### config.mk
export PLATFORM = sky130hd
export DESIGN_NAME = pc_fetch_unit_flat
export DESIGN_NICKNAME = d
export VERILOG_FILES = /design/src/rtl/pc_fetch_unit_pkg.sv /design/src/rtl/pc_fetch_unit_if.sv /design/src/rtl/pc_fetch_unit_fetch_buf.sv /design/src/rtl/pc_fetch_unit.sv /design/src/flat_wrapper.sv
export SDC_FILE = /design/constraint.sdc
export NUM_CORES = 1
export LEC_CHECK = 0
export BUFFER_PORTS_ARGS = -buffer_cell sky130_fd_sc_hd__clkbuf_2
export CORE_MARGIN = 5
export CORE_UTILIZATION = 57
export DETAILED_ROUTE_END_ITERATION = 8
export GPL_TIMING_DRIVEN = 1
export PLACE_DENSITY_LB_ADDON = 0.12
export REMOVE_ABC_BUFFERS = 1
export SLEW_MARGIN = 0
export SYNTH_ARGS = -nofsm -noshare
export SYNTH_HDL_FRONTEND = slang
export SYNTH_SLANG_ARGS = --single-unit
### constraint.sdc
create_clock -name clk -period 9.5 [get_ports clk]
set_input_delay 0.475 -clock clk [delete_from_list [all_inputs] [get_ports clk]]
set_output_delay 0.475 -clock clk [all_outputs]
set_load 0.03 [all_outputs]
### src/rtl/pc_fetch_unit_pkg.sv
// pc_fetch_unit_pkg: shared types and default widths for the fetch front end.
// Consumed by pc_fetch_unit, its interface, its record buffer and the bench.
package pc_fetch_unit_pkg;

  localparam int DEF_ADDR_W  = 32;
  localparam int DEF_INSTR_W = 32;

  typedef enum logic [1:0] {
    IDLE  = 2'd0,
    REQ   = 2'd1,
    STALL = 2'd2,
    DRAIN = 2'd3
  } fetch_state_t;

  typedef struct packed {
    logic [DEF_INSTR_W-1:0] instr;
    logic [DEF_ADDR_W-1:0]  pc;
    logic [DEF_ADDR_W-1:0]  pc_inc;
  } fetch_rec_t;

endpackage

### src/rtl/pc_fetch_unit_if.sv
// pc_fetch_unit_if: imem req/ack bus plus the valid/ready record link to decode.
// master = fetch unit side, slave = memory/decode side.
interface pc_fetch_unit_if
  import pc_fetch_unit_pkg::*;
#(
  parameter int ADDR_W  = DEF_ADDR_W,
  parameter int INSTR_W = DEF_INSTR_W
) ();

  logic               imem_req;
  logic [ADDR_W-1:0]  imem_addr;
  logic               imem_ack;
  logic [INSTR_W-1:0] imem_rdata;

  logic               if_valid;
  logic               if_ready;
  logic [INSTR_W-1:0] if_instr;
  logic [ADDR_W-1:0]  if_pc;
  logic [ADDR_W-1:0]  if_pc_inc;

  modport master (
    output imem_req,
    output imem_addr,
    input  imem_ack,
    input  imem_rdata,
    output if_valid,
    input  if_ready,
    output if_instr,
    output if_pc,
    output if_pc_inc
  );

  modport slave (
    input  imem_req,
    input  imem_addr,
    output imem_ack,
    output imem_rdata,
    input  if_valid,
    output if_ready,
    input  if_instr,
    input  if_pc,
    input  if_pc_inc
  );

endinterface

### src/rtl/pc_fetch_unit_fetch_buf.sv
// fetch_buf: valid/ready record buffer, depth 1 or 2, head always in ent0.
// room_nxt reports whether a further push fits after this edge.
module fetch_buf
  import pc_fetch_unit_pkg::*;
#(
  parameter int W     = DEF_INSTR_W + 2 * DEF_ADDR_W,
  parameter int DEPTH = 1
) (
  input  logic         clk,
  input  logic         rst,
  input  logic         flush,
  input  logic         in_valid,
  input  logic [W-1:0] in_data,
  output logic         in_ready,
  output logic         out_valid,
  output logic [W-1:0] out_data,
  input  logic         out_ready,
  output logic         room_nxt
);

  logic [1:0]   cnt;
  logic [1:0]   cnt_nxt;
  logic [W-1:0] ent0;
  logic [W-1:0] ent1;
  logic         push;
  logic         pop;

  assign out_valid = cnt != 2'd0;
  assign out_data  = ent0;
  assign pop       = out_valid && out_ready;
  assign in_ready  = (cnt < 2'(DEPTH)) || pop;
  assign push      = in_valid && in_ready;
  assign cnt_nxt   = cnt + 2'(push) - 2'(pop);
  assign room_nxt  = cnt_nxt < 2'(DEPTH);

  // occupancy and entry shifting; flush empties without touching data
  always_ff @(posedge clk or posedge rst) begin
    if (rst) begin
      cnt  <= 2'd0;
      ent0 <= '0;
      ent1 <= '0;
    end else if (flush) begin
      cnt <= 2'd0;
    end else begin
      cnt <= cnt_nxt;
      if (pop) begin
        if (cnt == 2'd2) begin
          ent0 <= ent1;
          if (push) ent1 <= in_data;
        end else if (push) begin
          ent0 <= in_data;
        end
      end else if (push) begin
        if (cnt == 2'd0) ent0 <= in_data;
        else             ent1 <= in_data;
      end
    end
  end

endmodule

### src/rtl/pc_fetch_unit.sv
// pc_fetch_unit: PC owner, imem fetch FSM, record hand-off to decode.
// FETCH_SKID_EN selects a 2-entry output buffer; default is one register.
module pc_fetch_unit
  import pc_fetch_unit_pkg::*;
#(
  parameter int                ADDR_W   = DEF_ADDR_W,
  parameter int                INSTR_W  = DEF_INSTR_W,
  parameter logic [ADDR_W-1:0] RESET_PC = '0
) (
  input  logic              clk,
  input  logic              rst,
  input  logic              redirect_valid,
  input  logic [ADDR_W-1:0] redirect_pc,
  pc_fetch_unit_if.master   bus
);

`ifdef FETCH_SKID_EN
  localparam int DEPTH = 2;
`else
  localparam int DEPTH = 1;
`endif

  localparam int REC_W = INSTR_W + 2 * ADDR_W;

  localparam logic [1:0] S_IDLE  = IDLE;
  localparam logic [1:0] S_REQ   = REQ;
  localparam logic [1:0] S_STALL = STALL;
  localparam logic [1:0] S_DRAIN = DRAIN;

  logic [1:0]        state;
  logic [1:0]        state_nxt;
  logic [ADDR_W-1:0] pc;
  logic [ADDR_W-1:0] pc_nxt;
  logic [ADDR_W-1:0] pc_inc;
  logic [ADDR_W-1:0] addr_q;
  logic              push;
  logic              in_ready;
  logic              out_valid;
  logic              pop;
  logic              room_nxt;
  logic              stay;
  logic [REC_W-1:0]  rec_in;
  logic [REC_W-1:0]  rec_out;

  assign pc_inc = pc + ADDR_W'(1);
  assign push   = (state == S_REQ) && bus.imem_ack && !redirect_valid;
  assign rec_in = {bus.imem_rdata, pc, pc_inc};
  assign pop    = out_valid && bus.if_ready;
  assign stay   = room_nxt || bus.if_ready;

  fetch_buf #(
    .W     (REC_W),
    .DEPTH (DEPTH)
  ) u_buf (
    .clk       (clk),
    .rst       (rst),
    .flush     (redirect_valid),
    .in_valid  (push),
    .in_data   (rec_in),
    .in_ready  (in_ready),
    .out_valid (out_valid),
    .out_data  (rec_out),
    .out_ready (bus.if_ready),
    .room_nxt  (room_nxt)
  );

  // next state / next pc; redirect overrides every other transition.
  // An ack that finds no buffer room is discarded and refetched later.
  always_comb begin
    state_nxt = state;
    pc_nxt    = pc;
    if (redirect_valid) begin
      pc_nxt = redirect_pc;
      unique case (state)
        S_REQ, S_DRAIN: state_nxt = bus.imem_ack ? S_REQ : S_DRAIN;
        default:        state_nxt = S_REQ;
      endcase
    end else begin
      unique case (state)
        S_IDLE: state_nxt = S_REQ;
        S_REQ: begin
          if (bus.imem_ack) begin
            if (in_ready) begin
              pc_nxt    = pc_inc;
              state_nxt = stay ? S_REQ : S_STALL;
            end else begin
              state_nxt = S_STALL;
            end
          end
        end
        S_STALL: if (pop || !out_valid) state_nxt = S_REQ;
        S_DRAIN: if (bus.imem_ack) state_nxt = S_REQ;
        default: state_nxt = S_IDLE;
      endcase
    end
  end

  // state, pc and the held request address (frozen while draining)
  always_ff @(posedge clk or posedge rst) begin
    if (rst) begin
      state  <= S_IDLE;
      pc     <= RESET_PC;
      addr_q <= RESET_PC;
    end else begin
      state <= state_nxt;
      pc    <= pc_nxt;
      if (state_nxt != S_DRAIN) addr_q <= pc_nxt;
    end
  end

  assign bus.imem_req  = (state == S_REQ) || (state == S_DRAIN);
  assign bus.imem_addr = addr_q;
  assign bus.if_valid  = out_valid;
  assign {bus.if_instr, bus.if_pc, bus.if_pc_inc} = rec_out;

endmodule
### src/flat_wrapper.sv
// flat-port wrapper written by rule: the top's interface ports become plain ports
module pc_fetch_unit_flat import pc_fetch_unit_pkg::*;
#(
  parameter int                ADDR_W   = DEF_ADDR_W,
  parameter int                INSTR_W  = DEF_INSTR_W,
  parameter logic [ADDR_W-1:0] RESET_PC = '0
)
  (clk, rst, redirect_valid, redirect_pc, bus_imem_req, bus_imem_addr, bus_imem_ack, bus_imem_rdata, bus_if_valid, bus_if_ready, bus_if_instr, bus_if_pc, bus_if_pc_inc);
  pc_fetch_unit_if #(.ADDR_W(ADDR_W), .INSTR_W(INSTR_W)) bus_i ();
  input  logic clk;
  input  logic rst;
  input  logic redirect_valid;
  input  logic [ADDR_W-1:0] redirect_pc;
  output wire logic [$bits(bus_i.imem_req)-1:0] bus_imem_req;
  output wire logic [$bits(bus_i.imem_addr)-1:0] bus_imem_addr;
  input wire logic [$bits(bus_i.imem_ack)-1:0] bus_imem_ack;
  input wire logic [$bits(bus_i.imem_rdata)-1:0] bus_imem_rdata;
  output wire logic [$bits(bus_i.if_valid)-1:0] bus_if_valid;
  input wire logic [$bits(bus_i.if_ready)-1:0] bus_if_ready;
  output wire logic [$bits(bus_i.if_instr)-1:0] bus_if_instr;
  output wire logic [$bits(bus_i.if_pc)-1:0] bus_if_pc;
  output wire logic [$bits(bus_i.if_pc_inc)-1:0] bus_if_pc_inc;
  assign bus_imem_req = bus_i.imem_req;
  assign bus_imem_addr = bus_i.imem_addr;
  assign bus_i.imem_ack = bus_imem_ack;
  assign bus_i.imem_rdata = bus_imem_rdata;
  assign bus_if_valid = bus_i.if_valid;
  assign bus_i.if_ready = bus_if_ready;
  assign bus_if_instr = bus_i.if_instr;
  assign bus_if_pc = bus_i.if_pc;
  assign bus_if_pc_inc = bus_i.if_pc_inc;
  pc_fetch_unit #(.ADDR_W(ADDR_W), .INSTR_W(INSTR_W), .RESET_PC(RESET_PC)) u_core (.clk(clk), .rst(rst), .redirect_valid(redirect_valid), .redirect_pc(redirect_pc), .bus(bus_i));
endmodule
==> results of run 1 <==
==> metrics by stage <==
stage | hold slack [ns] | cells | util | cell area [sq um] | power, mW
2_1_floorplan | 0.4418 | 1065 | - | 11420 | 2.850
3_3_place_gp | 0.4612 | 1544 | 0.6325 | 12880 | 3.297
3_5_place_dp | 0.4627 | 1544 | 0.6325 | 12880 | 3.347
4_1_cts | 0.1742 | 1593 | 0.6766 | 13780 | 4.428
5_1_grt | 0.1942 | 1593 | 0.6766 | 13780 | 4.648
6_report | 0.1883 | 1593 | 0.6766 | 13780 | 4.393
==> Yosys cell counts, types with 21 or more instances <==
cell	count
o21ai_0	73
clkbuf_1	55
xnor2_1	43
and3_1	21
a31oi_1	64
a21oi_1	22
mux2_2	94
nand2_1	202
dfrtp_1	260
buf_2	28
nor2_1	107
nand3_1	21
==> sequential cells by signal, summed over array words and instances (netlist names) <==
signal,cells
u_core.state,2
u_core.u_buf.ent1,96
u_core.bus.imem_addr,32
u_core.pc,32
u_core.u_buf.out_data,96
u_core.u_buf.cnt,2
==> final cells by class <==
| class | count | share of cell area |
|---|---|---|
| Tap cell | 270 | 0.02452 |
| Timing Repair Buffer | 209 | 0.07791 |
| Inverter | 12 | 0.003814 |
| Sequential cell | 260 | 0.4722 |
| Clock buffer | 39 | 0.05593 |
| Multi-Input combinational cell | 793 | 0.3564 |
| Clock inverter | 10 | 0.009262 |
==> worst max path at each step <==
stage / start / endpoint / slack [ns] / depth (start not counted)
2_1_floorplan: rst / u_core.bus.imem_addr[0] / 1.87 / 1
3_3_place_gp: bus_imem_ack / u_core.u_buf.out_data[14] / 5.37 / 10
3_5_place_dp: bus_imem_ack / u_core.u_buf.out_data[10] / 5.22 / 10
4_1_cts: u_core.state[1] / u_core.u_buf.out_data[10] / 5.35 / 9
5_1_grt: u_core.state[1] / u_core.u_buf.out_data[10] / 4.95 / 9
6_report: u_core.state[1] / u_core.u_buf.out_data[10] / 5.29 / 9
==> power breakdown <==
| part | switching [mW] | internal [mW] |
|---|---|---|
| clock network | 0.432 | 0.643 |
| logic | 1.01 | 0.508 |
| registers | 0.266 | 1.54 |
| total | 1.70 | 2.69 |
==> worst max-delay path, cell delays in order, from the launching register on <==
cell and delay, ns:
dfrtp_1 0.40, nand3b_1 0.46, nor2_1 0.26, nand2_1 0.10, ha_1 0.23, nor2_1 0.52, a21boi_4 0.85, buf_4 0.85
o21ai_0 0.20, o21ai_0 0.21
==> layer usage <==
layer  track usage  share of wire  vias to the layer above
met5             0              0                        -
met1        0.3460           0.45                     4459
met3       0.04359          0.069                       59
met4       0.07065          0.023                        0
met2        0.3881           0.46                      315
li1              -              -                     4313
==> cells by family (layout without fill, tap and decap cells) <==
| group | Yosys count | after routing | synth area share |
|---|---|---|---|
| buf+inv | 110 | 270 | 0.04102 |
| simple gates | 420 | 420 | 0.1580 |
| fa+ha+maj | 4 | 4 | 0.004218 |
| compound gates | 209 | 209 | 0.1100 |
| xor+xnor | 61 | 61 | 0.04503 |
| mux | 99 | 99 | 0.09343 |
| flops | 260 | 260 | 0.5483 |
==> placed cells by master, fill, tap and decap left out, types with 4 or more instances in the layout <==
master     Yosys  routed
xnor2_1       43      43
nor2_1       107     106
dfrtp_1      260     260
nand3_1       21      21
and4_1         4       4
xor2_1        18      18
clkbuf_8       0       5
clkbuf_16      0      27
mux2_2        94      94
a31oi_1       64      64
nor3_1        15      14
a22oi_1       11      11
a221o_1       16      16
a221oi_1       5       5
o21ai_0       73      73
ha_1           4       4
clkbuf_2       1     198
and3_1        21      20
inv_1         11      10
a21oi_1       22      22
clkinv_2       0       6
nand2_1      202     201
clkbuf_1      55       7
nor4_1        13      13
nand4_1       18      18
buf_4          8      11
mux2i_1        5       5
==> run metrics, run 1 <==
status=completed; Worst EP arrival=4.65 ns; Worst R2R Path Depth=9; CTS Sinks=260; Post-CTS Resized=0; Vias/cell=5.741; WP data required=9.94 ns; register area=6506 sq um; worst flop-to-flop path endpoint=u_core.u_buf.out_data[10]; Post-CTS Hold Buffers=0; Worst-Margin Slew=1.157 ns; critical path class=flop to flop; Pre-antenna DRT Iters=5; Final #Nets=1376; nature of the critical path startpoint=flop; Initial Util=0.5826; die height=154.3 um; Synth area leaders=dfrtp_1, mux2_2, nand2_1; synthesized area=11870 sq um; footprint of the multi-input gates=4911 sq um; GPL Wtd Cong=0.8331; largest fanout on the critical path=96; Routed WL=29.35 mm; DRC errors left=0; PwrDens=318.8 nW/um^2; crit end category=flop; layout cells sized above 1=0.2744; CTS Buffer Depth=3; sequential fraction of the synthesis area=0.5483; post-DP HPWL=18.77 mm; TritonCTS clock tree=built; peak supply drop=0.1845 mV; Fill cells=1648; H-Tree Depth=1; die area=23800 sq um; pin count of the biggest net entering global routing=145; Synth Instances=1163; Initial DRC Count=512; Worst Hold Class=input pin to async pin; leakage power=6.432 nW; Final Hold Viols=0; vias in the first global route=9232; Synthesis Warnings=0; total negative slack=0 ns; Post-CTS Repair Setup Buffers=0; row count=52; Max Cap Viol=0; final period utilization=0.4428; overall routing resource usage=0.2435; Post-Route Skew=0.008245 ns; vias=9146; I/O Buffers=198; setup violators final=0; Ports=199; Max Freq=237.7 MHz; P&R area growth vs syn=16.13%; RSZ-0062 raised after global routing=false; ANT nets after route=0; Avg WL per Cell=18.42 um; core area=20360 sq um; first-pass GRT wire length=48.11 mm; clock root buffer=clkbuf_16; Die X=154.3 um; grt total ovfl=0; dominant synthesized flop cell=dfrtp_1; Reg2Reg Setup Slack=5.29 ns; Crit Reg-Reg Startpoint=u_core.state[1]; final setup margin=5.293 ns; #FFs+latches synth=260; Unique masters post-synth=52; worst slack at placement=5.215 ns; area leader, netlist=dfrtp_1; top cell type's share of synthesized area=0.5483; headroom to the max-slew limit=0.2280; Antenna diodes=0; average size of a mapped cell=10.20 sq um; Period minus WS final=4.207 ns; clock slew at reported path FFs=0.06 ns; ys async rst share=1.000; EDFF count, synth=0; latest clock arrival within the worst-skew pair=0.52 ns; initial antenna violation count=0; total CTS buffers=27; Max Slew Vio Count=0
(Power assumes the default switching activity.)
==> inputs of run 2 (changes only) <==
--- a/config.mk
+++ b/config.mk
@@ -7,7 +7,7 @@
 export LEC_CHECK = 0
 export BUFFER_PORTS_ARGS = -buffer_cell sky130_fd_sc_hd__clkbuf_2
 export CORE_MARGIN = 5
-export CORE_UTILIZATION = 57
+export CORE_UTILIZATION = 51
 export DETAILED_ROUTE_END_ITERATION = 8
 export GPL_TIMING_DRIVEN = 1
 export PLACE_DENSITY_LB_ADDON = 0.12
==> constraint.sdc (replaced) <==
create_clock -name clk -period 3.8 [get_ports clk]
set_input_delay 0.19 -clock clk [delete_from_list [all_inputs] [get_ports clk]]
set_output_delay 0.19 -clock clk [all_outputs]
set_load 0.03 [all_outputs]
==> run 2 against run 1 <==
Net effect: first-iteration DRC count is 31% higher; combinational power grew to 2.5 times the previous value; sequential cell count stayed put; sequential share of layout area is 2.7 points lower; worst setup slack worse by 4.6 ns; largest cell class unchanged.
==> run metrics, run 2 (synthesized netlist as in run 1, its figures left out) <==
core area=22780 sq um; RSZ-0062 raised after global routing=false; Crit Reg-Reg Startpoint=u_core.state[1]; I/O Buffers=198; Period minus WS final=3.140 ns; setup violators final=0; final setup margin=0.6605 ns; Post-Route Skew=0.01600 ns; commonest non-fill, non-tap cells in the layout=dfrtp_1, nand2_1, clkbuf_2; Vias/cell=5.441; Final Hold Viols=0; Critical Path Max Stage Delay=0.54 ns; P&R area growth vs syn=23.13%; Setup crit start=u_core.state[1]; initial antenna violation count=0; Final Cell Area=14610 sq um; latest clock arrival within the worst-skew pair=0.54 ns; Initial Util=0.5209; worst slack at placement=0.6804 ns; Initial DRC Count=669; final period utilization=0.8262; headroom to the max-slew limit=0.3312; Fill cells=1838; status=completed; clock root buffer=clkbuf_16; Setup crit end=u_core.u_buf.out_data[14]; Worst EP arrival=3.59 ns; leakage power=6.773 nW; vias in the first global route=9100; clock slew at reported path FFs=0.07 ns; pin count of the biggest net entering global routing=130; CTS Sinks=260; CP max-delay cell=nor2_1; Post-CTS Resized=0; Final #Nets=1447; Max Slew Vio Count=0; Avg WL per Cell=18.03 um; Ports=199; H-Tree Depth=1; Worst Hold Class=input pin to flop; grt total ovfl=0; crit end category=flop; PwrDens=763.2 nW/um^2; Post-DP Area=13020 sq um; total negative slack=0 ns; GPL Wtd Cong=0.8179; vias=9287; die area=26420 sq um; Routed WL=30.78 mm; peak supply drop=0.3590 mV; Pre-antenna DRT Iters=6; commonest non-fill, non-tap cell in the layout=dfrtp_1; Reg2Reg Setup Slack=0.66 ns; Worst R2R Path Depth=9; die height=162.5 um; Antenna diodes=0; DRC errors left=0; row count=55; TritonCTS clock tree=built; layout cells sized above 1=0.2640; largest fanout on the critical path=111; first-pass GRT wire length=49.31 mm; nature of the critical path startpoint=flop; post-DP HPWL=19.31 mm; CTS Buffer Depth=3; Max Freq=318.5 MHz; Worst-Margin Slew=0.9949 ns; CP cell instances=nand3b_1 -> nor2_1 -> nand2_1 -> ha_1 -> nor2_1 -> a21boi_4 -> buf_12 -> o21ai_0 -> o21ai_0; ANT nets after route=0; critical path class=flop to flop; Die X=162.5 um; worst flop-to-flop path endpoint=u_core.u_buf.out_data[14]; Max Cap Viol=0; total CTS buffers=27; overall routing resource usage=0.2295; WP data required=4.25 ns; Post-CTS Repair Setup Buffers=0
## run 2: changes by cell type in the layout (fill, tap and decap cells not counted), sizes merged
cell | previous run | this run
buf | 11 | 16
bufinv | 3 | 4
clkinvlp | 1 | 0
dlygate4sd3 | 0 | 66
## run 2: layout make-up
cell class | count | area [sq um] | area share
clock buffers | 39 | 780.7 | 0.05344
clock inverters | 10 | 150.1 | 0.01028
inverters | 12 | 52.55 | 0.003597
multi-input cells | 793 | 4906 | 0.3358
flip-flops and latches | 260 | 6506 | 0.4454
well taps | 313 | 391.6 | 0.02681
repair buffers | 280 | 1822 | 0.1247
## run 2: critical path: cells and delay by family, from the launching register on
| kind | cells | cell delay (ns) |
|---|---|---|
| and+or+nand+nor | 4 | 1.32 |
| AOI/OAI and AO/OA | 3 | 0.64 |
| DFF | 1 | 0.40 |
| buffers and inverters | 1 | 0.39 |
| adders and majority gates | 1 | 0.21 |
## run 2: power by group
group | internal, mW | switching (mW) | total (mW)
combinational | 1.33 | 2.53 | 3.86
clock | 1.69 | 1.08 | 2.78
sequential | 3.84 | 0.676 | 4.52
total | 6.86 | 4.29 | 11.1
## run 2: worst min-delay path by stage
stage,start,endpoint,slack [ns],cells past startpoint
global placement,redirect_pc[6],u_core.pc[6],0.43,3
finish,bus_if_ready,u_core.state[1],0.16,4
detailed placement,redirect_pc[2],u_core.pc[2],0.44,3
CTS,bus_if_ready,u_core.state[1],0.13,4
floorplan,redirect_valid,u_core.u_buf.cnt[1],0.25,1
global route,bus_if_ready,u_core.state[0],0.18,4
## run 2: per-layer routing
metal	share of wire	wire length [um]	GRT usage	up-vias
met5	0	0	0	-
met4	0.018	542	0.05681	0
met3	0.061	1880	0.03569	39
met2	0.47	14480	0.3753	280
met1	0.45	13880	0.3249	4514
li1	-	-	-	4454
## run 2: timing repair
action / in CTS / in global routing
setup endpoints to repair: 0 / 0
endpoints found under the hold margin: 228 / 0
hold buffers: 66 / 0
## run 2: per-stage QoR
stage | std cells | power, mW | utilization | hold WS, ns
after floorplan | 1065 | 7.125 | - | 0.2531
after global routing | 1707 | 11.78 | 0.6414 | 0.1751
after CTS | 1707 | 11.24 | 0.6414 | 0.1330
final | 1707 | 11.15 | 0.6414 | 0.1580
after global placement | 1592 | 8.292 | 0.5715 | 0.4347
after detailed placement | 1592 | 8.392 | 0.5715 | 0.4378
==> inputs of run 3 (changes only) <==
--- a/config.mk
+++ b/config.mk
@@ -7,7 +7,7 @@
 export LEC_CHECK = 0
 export BUFFER_PORTS_ARGS = -buffer_cell sky130_fd_sc_hd__clkbuf_2
 export CORE_MARGIN = 5
-export CORE_UTILIZATION = 51
+export CORE_UTILIZATION = 57
 export DETAILED_ROUTE_END_ITERATION = 8
 export GPL_TIMING_DRIVEN = 1
 export PLACE_DENSITY_LB_ADDON = 0.12
==> constraint.sdc (replaced) <==
create_clock -name clk -period 3.28 [get_ports clk]
set_input_delay 0.164 -clock clk [delete_from_list [all_inputs] [get_ports clk]]
set_output_delay 0.164 -clock clk [all_outputs]
set_load 0.03 [all_outputs]
==> run 3 against run 2 <==
Net effect: via count is 2.6% higher; clock power increased by 7%; register-to-register slack got worse by 0.05 ns; sequential power up 15%; largest power group unchanged.
==> run metrics, run 3 (synthesized netlist as in run 1, its figures left out) <==
DRC errors left=0; row count=52; clock power share=0.234; Pre-antenna DRT Iters=5; Worst EP arrival=3.13 ns; Ports=199; Vias/cell=5.717; Layout Utilization=0.7124; Max Cap Viol=0; Worst-Margin Slew=0.9359 ns; GPL Wtd Cong=0.8462; Sw Share=0.3904; Avg WL per Cell=18.25 um; Placed Cells=1554; worst slack at placement=0.6919 ns; RSZ-0062 raised after global routing=false; crit end category=flop; Worst Hold Class=input pin to flop; die area=23800 sq um; Buf/Inv on CP=3; P&R area growth vs syn=22.27%; Max Slew Vio Count=0; TritonCTS clock tree=built; setup violators final=0; Initial Util=0.5826; total negative slack=0 ns; Routed WL=30.43 mm; latest clock arrival within the worst-skew pair=0.53 ns; logic gate share of total power=0.354; vias in the first global route=9563; Final #Nets=1452; first-pass GRT wire length=50.10 mm; core area=20360 sq um; commonest non-fill, non-tap cells in the layout=dfrtp_1, nand2_1, clkbuf_2; I/O Buffers=198; peak supply drop=0.4820 mV; H-Tree Depth=1; overall routing resource usage=0.2545; largest fanout on the critical path=130; Die X=154.3 um; commonest non-fill, non-tap cell in the layout=dfrtp_1; post-DP HPWL=19.28 mm; die height=154.3 um; WP data required=3.73 ns; Post-CTS Repair Setup Buffers=0; Post-Route Skew=0.007844 ns; total CTS buffers=27; clock slew at reported path FFs=0.06 ns; CTS Sinks=260; Int Power=7.741 mW; Crit path max-delay family=buffers and inverters; Antenna diodes=0; nature of the critical path startpoint=flop; Reg power frac=0.411; Period minus WS final=2.674 ns; vias=9531; Initial DRC Count=502; Final Hold Viols=0; status=completed; grt total ovfl=0; critical path class=flop to flop; clock root buffer=clkbuf_16; pin count of the biggest net entering global routing=131; initial antenna violation count=0; final period utilization=0.8153; Critical Path Max Stage Delay=0.41 ns; layout cells sized above 1=0.2656; leakage power=6.755 nW; Max Freq=374.0 MHz; PwrDens=875.3 nW/um^2; CP cell instances=nand3b_1 -> buf_4 -> nor2_1 -> nand2_1 -> ha_1 -> nor2_1 -> buf_4 -> a21boi_4 -> buf_12 -> o21ai_0 -> o21ai_0; Cell Count, Final, Fillers Out=1667; CP max-delay cell=dfrtp_1; ANT nets after route=0; final setup margin=0.6059 ns; CTS Buffer Depth=3; net load switching power=4.958 mW; headroom to the max-slew limit=0.3761
## run 3: changes by cell type in the layout (fill, tap and decap cells not counted)
cell       before  now
clkinv_2        6    5
buf_12          4    3
clkbuf_8        6    7
inv_6           0    1
bufinv_16       4    1
buf_4          12   18
## run 3: area by class of cell
cell class	instances	area [sq um]
clock inverter	7	63.81
multi-input combinational	793	4906
clock buffer	40	794.5
sequential	260	6506
fill	1556	5857
inverter	12	52.55
timing repair buffer	285	1847
tap	270	337.8
## run 3: through the flow
step | instance area (sq um) | hold slack, ns | power, mW
6_report | 14510 | 0.1584 | 12.70
5_1_grt | 14510 | 0.1625 | 13.45
4_1_cts | 14510 | 0.1158 | 12.79
3_5_place_dp | 12990 | 0.3554 | 9.723
3_3_place_gp | 12990 | 0.3519 | 9.582
2_1_floorplan | 11420 | 0.2271 | 8.254
## run 3: per-layer routing
layer  wire [um]  part of all wire  vias to the layer above  GRT usage
li1            -                 -                     4479          -
met1       13320              0.44                     4641     0.3661
met2       14200              0.47                      354     0.4035
met3        2180             0.072                       57    0.04191
met4         727             0.024                        0    0.07359
met5           0                 0                        -          0
## run 3: what timing repair did
action / 4_1_cts / 5_1_grt
gates resized for setup: 0 / 0
hold buffers: 66 / 0
endpoints found under the hold margin: 216 / 0
## run 3: power by group through the flow
| stage | Clock, mW | Combinational [mW] | Sequential (mW) |
|---|---|---|---|
| 4_1_cts | 3.03 | 4.54 | 5.22 |
| 2_1_floorplan | 0 | 1.78 | 6.48 |
| 3_5_place_dp | 0 | 4.46 | 5.26 |
| 5_1_grt | 3.18 | 4.88 | 5.39 |
| 3_3_place_gp | 0 | 4.37 | 5.21 |
| 6_report | 2.97 | 4.50 | 5.22 |
## run 3: worst paths after layout
path                       slack [ns]                  start                        end  cells past startpoint
setup / recovery                 0.61        u_core.state[1]  u_core.u_buf.out_data[14]                     11
hold / removal                   0.16         redirect_valid               u_core.pc[5]                      3
setup reg to reg                 0.61        u_core.state[1]  u_core.u_buf.out_data[14]                     11
hold reg to reg                  0.47  u_core.u_buf.ent1[13]      u_core.u_buf.ent1[13]                      2
max in group asynchronous        1.99                    rst            u_core.state[1]                      4
min in group asynchronous        0.32                    rst  u_core.u_buf.out_data[93]                      3
## run 3: tightest hold or removal path: stages
cell      delay [ns]
clkbuf_2        0.27
nand2_1         0.14
o21ai_1         0.07
